[config.mk]
export PLATFORM = sky130hd
export DESIGN_NAME = draw_background_pattern
export DESIGN_NICKNAME = d
export VERILOG_FILES = /design/src/rtl/draw_pkg.sv /design/src/rtl/draw_timing_delay.sv /design/src/rtl/draw_background_pattern.sv
export SDC_FILE = /design/constraint.sdc
export NUM_CORES = 1
export LEC_CHECK = 0
export BUFFER_PORTS_ARGS = -buffer_cell sky130_fd_sc_hd__buf_2
export CAP_MARGIN = 20
export CORE_MARGIN = 2
export CORE_UTILIZATION = 40
export DETAILED_ROUTE_END_ITERATION = 6
export GPL_ROUTABILITY_DRIVEN = 0
export GPL_TIMING_DRIVEN = 0
export PLACE_DENSITY = 0.68
export SLEW_MARGIN = 25
export SYNTH_ARGS = -nofsm -noshare
export SYNTH_HDL_FRONTEND = slang
export SYNTH_HIERARCHICAL = 1
export SYNTH_SLANG_ARGS = --single-unit
[constraint.sdc]
create_clock -name pclk -period 3.5 [get_ports pclk]
set_input_delay 0.175 -clock pclk [delete_from_list [all_inputs] [get_ports pclk]]
set_output_delay 0.175 -clock pclk [all_outputs]
set_load 0.1 [all_outputs]
[src/rtl/draw_pkg.sv]
// rtl/draw_pkg.sv - shared types and constants for the VGA draw chain
package draw_pkg;

  // Width of the hcount/vcount timing bundle
  localparam int CNT_W = 11;

  // Default colour geometry; modules with another RGB_W build their own constants
  localparam int DEF_RGB_W = 12;
  localparam int DEF_CH_W  = DEF_RGB_W / 3;

  typedef enum logic [1:0] {
    MODE_SOLID  = 2'd0,
    MODE_CHECK  = 2'd1,
    MODE_GRAD   = 2'd2,
    MODE_SCROLL = 2'd3
  } mode_t;

  // Timing bundle carried along every draw stage
  typedef struct packed {
    logic [CNT_W-1:0] hcount;
    logic [CNT_W-1:0] vcount;
    logic             hsync;
    logic             hblnk;
    logic             vsync;
    logic             vblnk;
  } timing_t;

  // Packs full-scale or zero channels into {R,G,B}; result is right-aligned in 48 bits
  function automatic logic [47:0] rgb_pack(input int ch_w, input logic r, input logic g,
                                           input logic b);
    logic [47:0] m;
    m = (48'd1 << ch_w) - 48'd1;
    return ((({48{r}} & m) << (2 * ch_w)) | (({48{g}} & m) << ch_w) | ({48{b}} & m));
  endfunction

  localparam logic [DEF_RGB_W-1:0] RGB_YELLOW = DEF_RGB_W'(rgb_pack(DEF_CH_W, 1'b1, 1'b1, 1'b0));
  localparam logic [DEF_RGB_W-1:0] RGB_RED    = DEF_RGB_W'(rgb_pack(DEF_CH_W, 1'b1, 1'b0, 1'b0));
  localparam logic [DEF_RGB_W-1:0] RGB_GREEN  = DEF_RGB_W'(rgb_pack(DEF_CH_W, 1'b0, 1'b1, 1'b0));
  localparam logic [DEF_RGB_W-1:0] RGB_BLUE   = DEF_RGB_W'(rgb_pack(DEF_CH_W, 1'b0, 1'b0, 1'b1));
  localparam logic [DEF_RGB_W-1:0] RGB_BLACK  = '0;

endpackage

[src/rtl/draw_timing_delay.sv]
// rtl/draw_timing_delay.sv - N-stage register line for the VGA timing bundle
module draw_timing_delay
  import draw_pkg::*;
#(
  parameter int N = 2
) (
  input  logic    pclk,
  input  logic    rst,
  input  timing_t timing_in,
  output timing_t timing_out
);

  timing_t line_q [N];

  // Shift the timing bundle one stage per pixel clock
  always_ff @(posedge pclk or posedge rst) begin
    if (rst) begin
      for (int i = 0; i < N; i++) line_q[i] <= '0;
    end else begin
      line_q[0] <= timing_in;
      for (int i = 1; i < N; i++) line_q[i] <= line_q[i-1];
    end
  end

  assign timing_out = line_q[N-1];

endmodule

[src/rtl/draw_background_pattern.sv]
// rtl/draw_background_pattern.sv - selectable background generator; DRAW_BACKGROUND_BORDER_EN adds a coloured border
module draw_background_pattern
  import draw_pkg::*;
#(
  parameter int H_ACTIVE  = 800,
  parameter int V_ACTIVE  = 600,
  parameter int RGB_W     = 12,
  parameter int TILE_LOG2 = 5,
  parameter int FCNT_W    = 16
) (
  input  logic              pclk,
  input  logic              rst,
  input  logic [CNT_W-1:0]  hcount_in,
  input  logic [CNT_W-1:0]  vcount_in,
  input  logic              hsync_in,
  input  logic              hblnk_in,
  input  logic              vsync_in,
  input  logic              vblnk_in,
  input  logic [1:0]        mode_in,
  input  logic [RGB_W-1:0]  fill_rgb_in,
  input  logic [3:0]        scroll_speed_in,
  output logic [CNT_W-1:0]  hcount_out,
  output logic [CNT_W-1:0]  vcount_out,
  output logic              hsync_out,
  output logic              hblnk_out,
  output logic              vsync_out,
  output logic              vblnk_out,
  output logic [RGB_W-1:0]  rgb_out,
  output logic [FCNT_W-1:0] frame_cnt_out
);

  localparam int CH_W = RGB_W / 3;

  timing_t t_in, t_out;

  logic              vblnk_q;
  logic              frame_start;
  mode_t             mode_s, mode_nx;
  logic [RGB_W-1:0]  fill_s;
  logic [3:0]        spd_s;
  logic [CNT_W-1:0]  x_off, x_off_nx;
  logic [FCNT_W-1:0] frame_cnt;

  logic [CNT_W-1:0]  hx1, vc1;
  logic              blank1;
  mode_t             mode1;
  logic [RGB_W-1:0]  pat, rgb_nx;

  assign t_in = {hcount_in, vcount_in, hsync_in, hblnk_in, vsync_in, vblnk_in};

  draw_timing_delay #(.N(2)) u_delay (
    .pclk       (pclk),
    .rst        (rst),
    .timing_in  (t_in),
    .timing_out (t_out)
  );

  assign hcount_out    = t_out.hcount;
  assign vcount_out    = t_out.vcount;
  assign hsync_out     = t_out.hsync;
  assign hblnk_out     = t_out.hblnk;
  assign vsync_out     = t_out.vsync;
  assign vblnk_out     = t_out.vblnk;
  assign frame_cnt_out = frame_cnt;

  // Frame start is the falling edge of vblnk_in
  assign frame_start = ~vblnk_in & vblnk_q;

  // Bypass the shadows on the frame-start cycle so its own pixel already sees the new frame settings
  always_comb begin
    mode_nx  = mode_s;
    x_off_nx = x_off;
    if (frame_start) begin
      mode_nx  = mode_t'(mode_in);
      x_off_nx = x_off + CNT_W'(spd_s);
    end
  end

  // Shadow registers, scroll offset and frame counter, updated only at frame start
  always_ff @(posedge pclk or posedge rst) begin
    if (rst) begin
      vblnk_q   <= 1'b0;
      mode_s    <= MODE_SOLID;
      fill_s    <= '0;
      spd_s     <= '0;
      x_off     <= '0;
      frame_cnt <= '0;
    end else begin
      vblnk_q <= vblnk_in;
      if (frame_start) begin
        mode_s    <= mode_nx;
        fill_s    <= fill_rgb_in;
        spd_s     <= scroll_speed_in;
        x_off     <= x_off_nx;
        frame_cnt <= frame_cnt + 1'b1;
      end
    end
  end

  // Stage 1: scrolled x coordinate, line, blank flag and mode for this pixel
  always_ff @(posedge pclk or posedge rst) begin
    if (rst) begin
      hx1    <= '0;
      vc1    <= '0;
      blank1 <= 1'b0;
      mode1  <= MODE_SOLID;
    end else begin
      hx1    <= (mode_nx == MODE_GRAD || mode_nx == MODE_SCROLL) ? hcount_in + x_off_nx : hcount_in;
      vc1    <= vcount_in;
      blank1 <= hblnk_in | vblnk_in;
      mode1  <= mode_nx;
    end
  end

  // Background pattern for the stage-1 pixel
  always_comb begin
    pat = fill_s;
    case (mode1)
      MODE_SOLID:              pat = fill_s;
      MODE_CHECK, MODE_SCROLL: pat = (hx1[TILE_LOG2] ^ vc1[TILE_LOG2]) ? ~fill_s : fill_s;
      MODE_GRAD:               pat = {3{hx1[TILE_LOG2+CH_W-1:TILE_LOG2]}};
      default:                 pat = fill_s;
    endcase
  end

`ifdef DRAW_BACKGROUND_BORDER_EN
  localparam logic [47:0] YEL_W = rgb_pack(CH_W, 1'b1, 1'b1, 1'b0);
  localparam logic [47:0] RED_W = rgb_pack(CH_W, 1'b1, 1'b0, 1'b0);
  localparam logic [47:0] GRN_W = rgb_pack(CH_W, 1'b0, 1'b1, 1'b0);
  localparam logic [47:0] BLU_W = rgb_pack(CH_W, 1'b0, 1'b0, 1'b1);
  localparam logic [RGB_W-1:0] C_YELLOW = YEL_W[RGB_W-1:0];
  localparam logic [RGB_W-1:0] C_RED    = RED_W[RGB_W-1:0];
  localparam logic [RGB_W-1:0] C_GREEN  = GRN_W[RGB_W-1:0];
  localparam logic [RGB_W-1:0] C_BLUE   = BLU_W[RGB_W-1:0];

  logic [CNT_W-1:0] hc1;

  // Border needs the unscrolled column
  always_ff @(posedge pclk or posedge rst) begin
    if (rst) hc1 <= '0;
    else     hc1 <= hcount_in;
  end

  // Blanking wins, then the border, then the pattern
  always_comb begin
    rgb_nx = pat;
    if (blank1)                              rgb_nx = '0;
    else if (vc1 == '0)                      rgb_nx = C_YELLOW;
    else if (vc1 == CNT_W'(V_ACTIVE - 1))    rgb_nx = C_RED;
    else if (hc1 == '0)                      rgb_nx = C_GREEN;
    else if (hc1 == CNT_W'(H_ACTIVE - 1))    rgb_nx = C_BLUE;
  end
`else
  // Blanking wins over the pattern
  always_comb begin
    rgb_nx = pat;
    if (blank1) rgb_nx = '0;
  end
`endif

  // Stage 2: register the final colour alongside the twice-delayed timing
  always_ff @(posedge pclk or posedge rst) begin
    if (rst) rgb_out <= '0;
    else     rgb_out <= rgb_nx;
  end

endmodule
==> results_dict.tcl, run 1 <==
set metrics [dict create \
    synth_area_leaders "dfrtp_1 (62%), nand2_1 (5.1%), buf_4 (4.2%), xnor2_1 (4.1%), ha_1 (3.2%)" \
    async_flop_share_pct 100.0 \
    viasPerCell 4.705 \
    netlist_area_um2 4673 \
    critPathCaptureType "flop" \
    drcViolationCount 0 \
    final-max-slew-violation-count 0 \
    arrival_ns 3.63 \
    ir_worst_vdd_mv 0.3530 \
    num_antenna_cells 0 \
    clkTransAtPathRegs_ns 0.05 \
    yosys_most_used_dff "dfrtp_1" \
    placed_area_um2 5398 \
    synth_most_common_cell "dfrtp_1" \
    path_max_fanout 4 \
    p_leak_uw 0.003266 \
    fmax_mhz 299.0 \
    cts_root_buf "clkbuf_16" \
    power-per-cell-area_nw_per_um2 750.0 \
    numCtsBuffers 17 \
    num_vias 3402 \
    synth_common_cells "dfrtp_1 (116), nand2_1 (64), buf_4 (26), o21ai_0 (22), xnor2_1 (22)" \
    skew_ns 0.01048 \
    num-nets-final 626 \
    period_share_pct 95.55 \
    dp_slack_ns -0.0009388 \
    dieArea_um2 12560 \
    portBuffers 99 \
    cap_violations 0 \
    start_util_pct 40.93 \
    grt_overflow 0 \
    tightest_slew_ns 1.044 \
    cts_tree "built" \
    fin_crit_ns 3.344 \
    avgSynthCellArea_um2 11.68 \
    status "complete, no violations" \
    rows 39 \
    p_total_uw 4888 \
    synth_edf_count 0 \
    cts_max_level 4 \
    whs_ns 0.2549 \
    cts.sinks 116 \
    finalSetupTns_ns 0 \
    syn_inst 400 \
    finalSetupViolCount 0 \
    syn_nets 459 \
    yosys.area.top_type "dfrtp_1" \
    antenna_found_initial 0 \
    io_pins 100 \
    grt_max_degree 51 \
    ys_seq_area_share_pct 62.12 \
    criticalPathCategory "reg -> reg" \
    first_pass_iters 4 \
    die_w_um 112.1 \
    grt_pass1_vias 3547 \
    grt.total_usage_pct 16.76 \
    clock_latency_ns 0.41 \
    synth_top_area_share_pct 62.12 \
    dp_hpwl_um 7017 \
    ant_nets 0 \
    fin_area_um2 6518 \
    core_um2 11420 \
    start_kind "flop" \
    grt_pass1_wl_um 16640 \
    fin_ws_ns 0.1558 \
    areaGrowthSynthToFinish_pct 39.46 \
    ys_types 38 \
    drt_wl_total_um 10040 \
    required_ns 3.78 \
    clockBufferDepth 2 \
    yosys_register_bits 116 \
    yosys_warnings 6 \
    nFillCells 920 \
    min_path_type "in -> async" \
    drtIter0Drc 177 \
    drive_gt1_share_pct 30.00 \
    wl_per_cell_um 13.89 \
    die_h_um 112.1 \
    slew_headroom_pct 29.91 \
    hold_viol_final 0 \
]
[through the flow]
step                      instances  utilization (%)
after floorplan                 400                -
after global placement          642            46.83
after detailed placement        644            47.27
after CTS                       722            56.80
after global routing            723            57.08
final                           723            57.08
[power breakdown]
group | total (uW) | switching [uW] | internal [uW]
combinational | 1420 | 969 | 451
clock | 1830 | 596 | 1230
sequential | 1640 | 130 | 1510
total | 4890 | 1690 | 3190
[placed cells by master, fill, tap and decap left out, types with 3 or more instances in the layout]
| master | Yosys | layout |
|---|---|---|
| nor2_1 | 17 | 16 |
| nand2b_1 | 6 | 5 |
| mux2i_1 | 4 | 4 |
| o21ai_0 | 22 | 22 |
| bufinv_16 | 0 | 4 |
| ha_1 | 12 | 11 |
| dfrtp_1 | 116 | 116 |
| buf_4 | 26 | 29 |
| xnor2_1 | 22 | 22 |
| and3_1 | 5 | 5 |
| a21oi_1 | 7 | 6 |
| a211oi_1 | 12 | 12 |
| clkbuf_16 | 0 | 17 |
| nand3_1 | 7 | 7 |
| nand2_1 | 64 | 64 |
| inv_1 | 13 | 11 |
| or2_2 | 3 | 3 |
| clkbuf_1 | 12 | 13 |
| nand4_1 | 4 | 4 |
| nor2b_1 | 7 | 7 |
| buf_2 | 0 | 99 |
| a21o_1 | 4 | 4 |
| xor2_1 | 15 | 15 |
| dlygate4sd3_1 | 0 | 44 |
[worst max-delay path: stages (launching register included)]
cell and delay [ns]:
dfrtp_1 0.37, ha_2 0.19, inv_1 0.05, fa_1 0.39
nand2b_4 0.16, o2bb2ai_2 0.15, nor2_2 0.13, xor2_1 0.21
ha_1 0.29, and3_1 0.21, a41o_1 0.20, a41o_1 0.23
a311oi_2 0.25, mux2i_1 0.29, xnor2_1 0.10
[worst paths after layout]
check,startpoint,to,slack (ns),cells after the start
min in group pclk,mode_in[1],mode_s[1],0.29,4
hold reg to reg,u_delay/line_q[37],u_delay/timing_out[11],0.34,0
hold / removal,rst,fill_s[11],0.25,3
setup / recovery,x_off[0],hx1[8],0.16,14
setup reg to reg,x_off[0],hx1[8],0.16,14
max in group asynchronous,rst,u_delay/timing_out[19],2.63,4
[repair_timing]
action	4_1_cts	5_1_grt
resized for setup	0	7
endpoints found under the setup margin	1	2
pin swaps	2	5
buffers inserted	2	1
hold buffers	44	0
hold endpoints to repair	134	0
[per-layer routing]
| metal | GRT usage [%] | up-vias | routed length, um |
|---|---|---|---|
| met2 | 28.43 | 80 | 5301 |
| met4 | 7.154 | 0 | 202 |
| met3 | 5.508 | 18 | 439 |
| met1 | 19.58 | 1661 | 4094 |
| li1 | - | 1643 | - |
| met5 | 0 | - | 0 |
[cell type report]
type | instances | area (um^2) | share of cell area, %
sequential | 116 | 2903 | 44.54
clock buffer | 21 | 460.4 | 7.065
timing repair buffer | 148 | 1006 | 15.43
inverter | 13 | 51.30 | 0.7871
buffer | 39 | 252.7 | 3.878
multi-input combinational | 232 | 1493 | 22.90
tap | 143 | 178.9 | 2.745
clock inverter | 11 | 172.7 | 2.649
[registers in the layout, summed over array words and instances (netlist names)]
name	cells
blank1	1
fill_s	12
frame_cnt_out	16
hx1	4
mode1	2
mode_s	2
rgb_out	12
spd_s	4
u_delay/line_q	26
u_delay/timing_out	26
vblnk_q	1
vc1	1
x_off	9
[kinds of logic (layout without fill, tap and decap cells)]
| family | after synthesis | after routing | synth area share, % |
|---|---|---|---|
| fa+ha+maj | 13 | 13 | 3.641 |
| compound gates | 58 | 58 | 8.193 |
| simple gates | 119 | 119 | 11.51 |
| xor+xnor | 37 | 37 | 6.934 |
| flops | 116 | 116 | 62.12 |
| mux | 5 | 5 | 1.178 |
| buf+inv | 52 | 232 | 6.426 |
Note: power is estimated with default switching activity, not from simulation.
==> run 2, diff against run 1 <==
--- a/config.mk
+++ b/config.mk
@@ -7,12 +7,15 @@
 export LEC_CHECK = 0
 export BUFFER_PORTS_ARGS = -buffer_cell sky130_fd_sc_hd__buf_2
 export CAP_MARGIN = 20
+export CELL_PAD_IN_SITES_DETAIL_PLACEMENT = 0
+export CELL_PAD_IN_SITES_GLOBAL_PLACEMENT = 1
 export CORE_MARGIN = 2
 export CORE_UTILIZATION = 40
 export DETAILED_ROUTE_END_ITERATION = 6
 export GPL_ROUTABILITY_DRIVEN = 0
 export GPL_TIMING_DRIVEN = 0
-export PLACE_DENSITY = 0.68
+export PLACE_DENSITY = 0.81
+export SKIP_CTS_REPAIR_TIMING = 1
 export SLEW_MARGIN = 25
 export SYNTH_ARGS = -nofsm -noshare
 export SYNTH_HDL_FRONTEND = slang
==> results_dict.tcl, run 2 (synthesized netlist as in run 1, its figures left out) <==
set metrics [dict create \
    pwr-share-seq_pct 35.5 \
    final-max-slew-violation-count 0 \
    dieArea_um2 12560 \
    status "finished with violations" \
    drcViolationCount 0 \
    cts_max_level 4 \
    final_common_cell "dfrtp_1" \
    drive_gt1_share_pct 29.62 \
    first_pass_iters 4 \
    grt_pass1_vias 3145 \
    ir_worst_vdd_mv 0.4080 \
    p_comb_share_pct 29.9 \
    core_um2 11420 \
    swShare_pct 36.02 \
    top_layer_used "met4" \
    num_antenna_cells 0 \
    p_int_uw 2954 \
    finalSetupViolCount 0 \
    num_vias 3321 \
    path_max_fanout 5 \
    slew_headroom_pct 58.85 \
    portBuffers 99 \
    wl_met3_um 387 \
    mostFrequentLayoutCells "dfrtp_1 (116), buf_2 (99), nand2_1 (64)" \
    drtIter0Drc 157 \
    post-route-util_pct 55.94 \
    wl_met2_um 5393 \
    dp_hpwl_um 6851 \
    required_ns 3.82 \
    fmax_mhz 292.2 \
    switchingPower_uw 1663 \
    critPathCaptureType "flop" \
    rows 39 \
    rsz0062_at_grt "yes" \
    die_h_um 112.1 \
    cts_tree "built" \
    cap_violations 0 \
    hold_viol_final 2 \
    period_share_pct 97.78 \
    drt_wl_total_um 9982 \
    ant_nets 0 \
    arrival_ns 3.75 \
    finalSetupTns_ns 0 \
    die_w_um 112.1 \
    viasPerCell 4.632 \
    grt_pass1_wl_um 15630 \
    skew_ns 0.007211 \
    io_pins 100 \
    cts.sinks 116 \
    wl_per_cell_um 13.92 \
    criticalPathCategory "reg -> reg" \
    clockBufferDepth 2 \
    whs_ns -0.01348 \
    min_path_type "in -> reg" \
    tightest_slew_ns 0.6142 \
    grt.total_usage_pct 16.05 \
    clock_latency_ns 0.41 \
    clkTransAtPathRegs_ns 0.05 \
    violations "hold timing" \
    fin_crit_ns 3.422 \
    start_kind "flop" \
    met1_length_um 4056 \
    power-per-cell-area_nw_per_um2 722.8 \
    start_util_pct 40.93 \
    p_total_uw 4617 \
    areaGrowthSynthToFinish_pct 36.68 \
    antenna_found_initial 0 \
    numCtsBuffers 17 \
    p_leak_uw 0.003191 \
    num-nets-final 621 \
    grt_max_degree 50 \
    grt_overflow 0 \
    cts_root_buf "clkbuf_16" \
    clockPowerShare_pct 34.6 \
]
[run 2: cell types whose count changed in the layout (fill, tap and decap cells not counted), sizes merged]
cell	change
buf	-2
clkbuf	-2
clkinvlp	+5
inv	-1
bufinv	-3
dlygate4sd3	-3
[run 2: cell type report]
cell class	count	area (um^2)
Timing Repair Buffer	143	960.9
Fill cell	964	5031
Clock buffer	19	452.9
Multi-Input combinational cell	232	1480
Inverter	13	51.30
Sequential cell	116	2903
Tap cell	143	178.9
Buffer	39	252.7
Clock inverter	12	107.6
[run 2: power by group through the flow]
| stage | Sequential [uW] | Combinational (uW) | Clock [uW] |
|---|---|---|---|
| global placement | 1650 | 1290 | 0 |
| detailed placement | 1660 | 1320 | 0 |
| floorplan | 1980 | 730 | 0 |
| global route | 1660 | 1500 | 1690 |
| CTS | 1640 | 1330 | 1620 |
| finish | 1640 | 1380 | 1600 |
[run 2: metrics by stage]
stage	area, um^2	instances	setup WS [ns]
2_1_floorplan	4673	400	0.3729
3_3_place_gp	5348	642	0.04979
3_5_place_dp	5398	644	0.04267
4_1_cts	5958	675	-0.0001945
5_1_grt	6387	717	-0.1138
6_report	6387	717	0.07771
[run 2: worst max-delay path: stages (launching register included)]
cell and delay [ns]:
dfrtp_1 0.35, ha_1 0.17, inv_1 0.05, fa_1 0.39, nand2b_1 0.16, o2bb2ai_1 0.18, nor2_2 0.15, xor2_1 0.19
ha_1 0.31, and3_1 0.21, a41o_1 0.20, a41o_1 0.23, a311oi_2 0.33, mux2i_1 0.28, xnor2_1 0.14
[run 2: path summary, 6_finish.rpt]
path	slack (ns)	cells past startpoint	startpoint	endpoint
max in group asynchronous	2.60	4	rst	u_delay/line_q[48]
min reg2reg	0.34	0	u_delay/line_q[42]	u_delay/timing_out[16]
max reg2reg	0.08	14	spd_s[0]	hx1[8]
min	-0.01	3	mode_in[0]	mode_s[0]
min in group asynchronous	0.25	3	rst	fill_s[11]
max	0.08	14	spd_s[0]	hx1[8]
[run 2: per-layer routing]
layer | vias to the layer above | GRT usage, %
met5 | - | 0
met4 | 0 | 6.585
met3 | 11 | 5.346
met2 | 66 | 26.95
met1 | 1612 | 19.06
li1 | 1632 | -
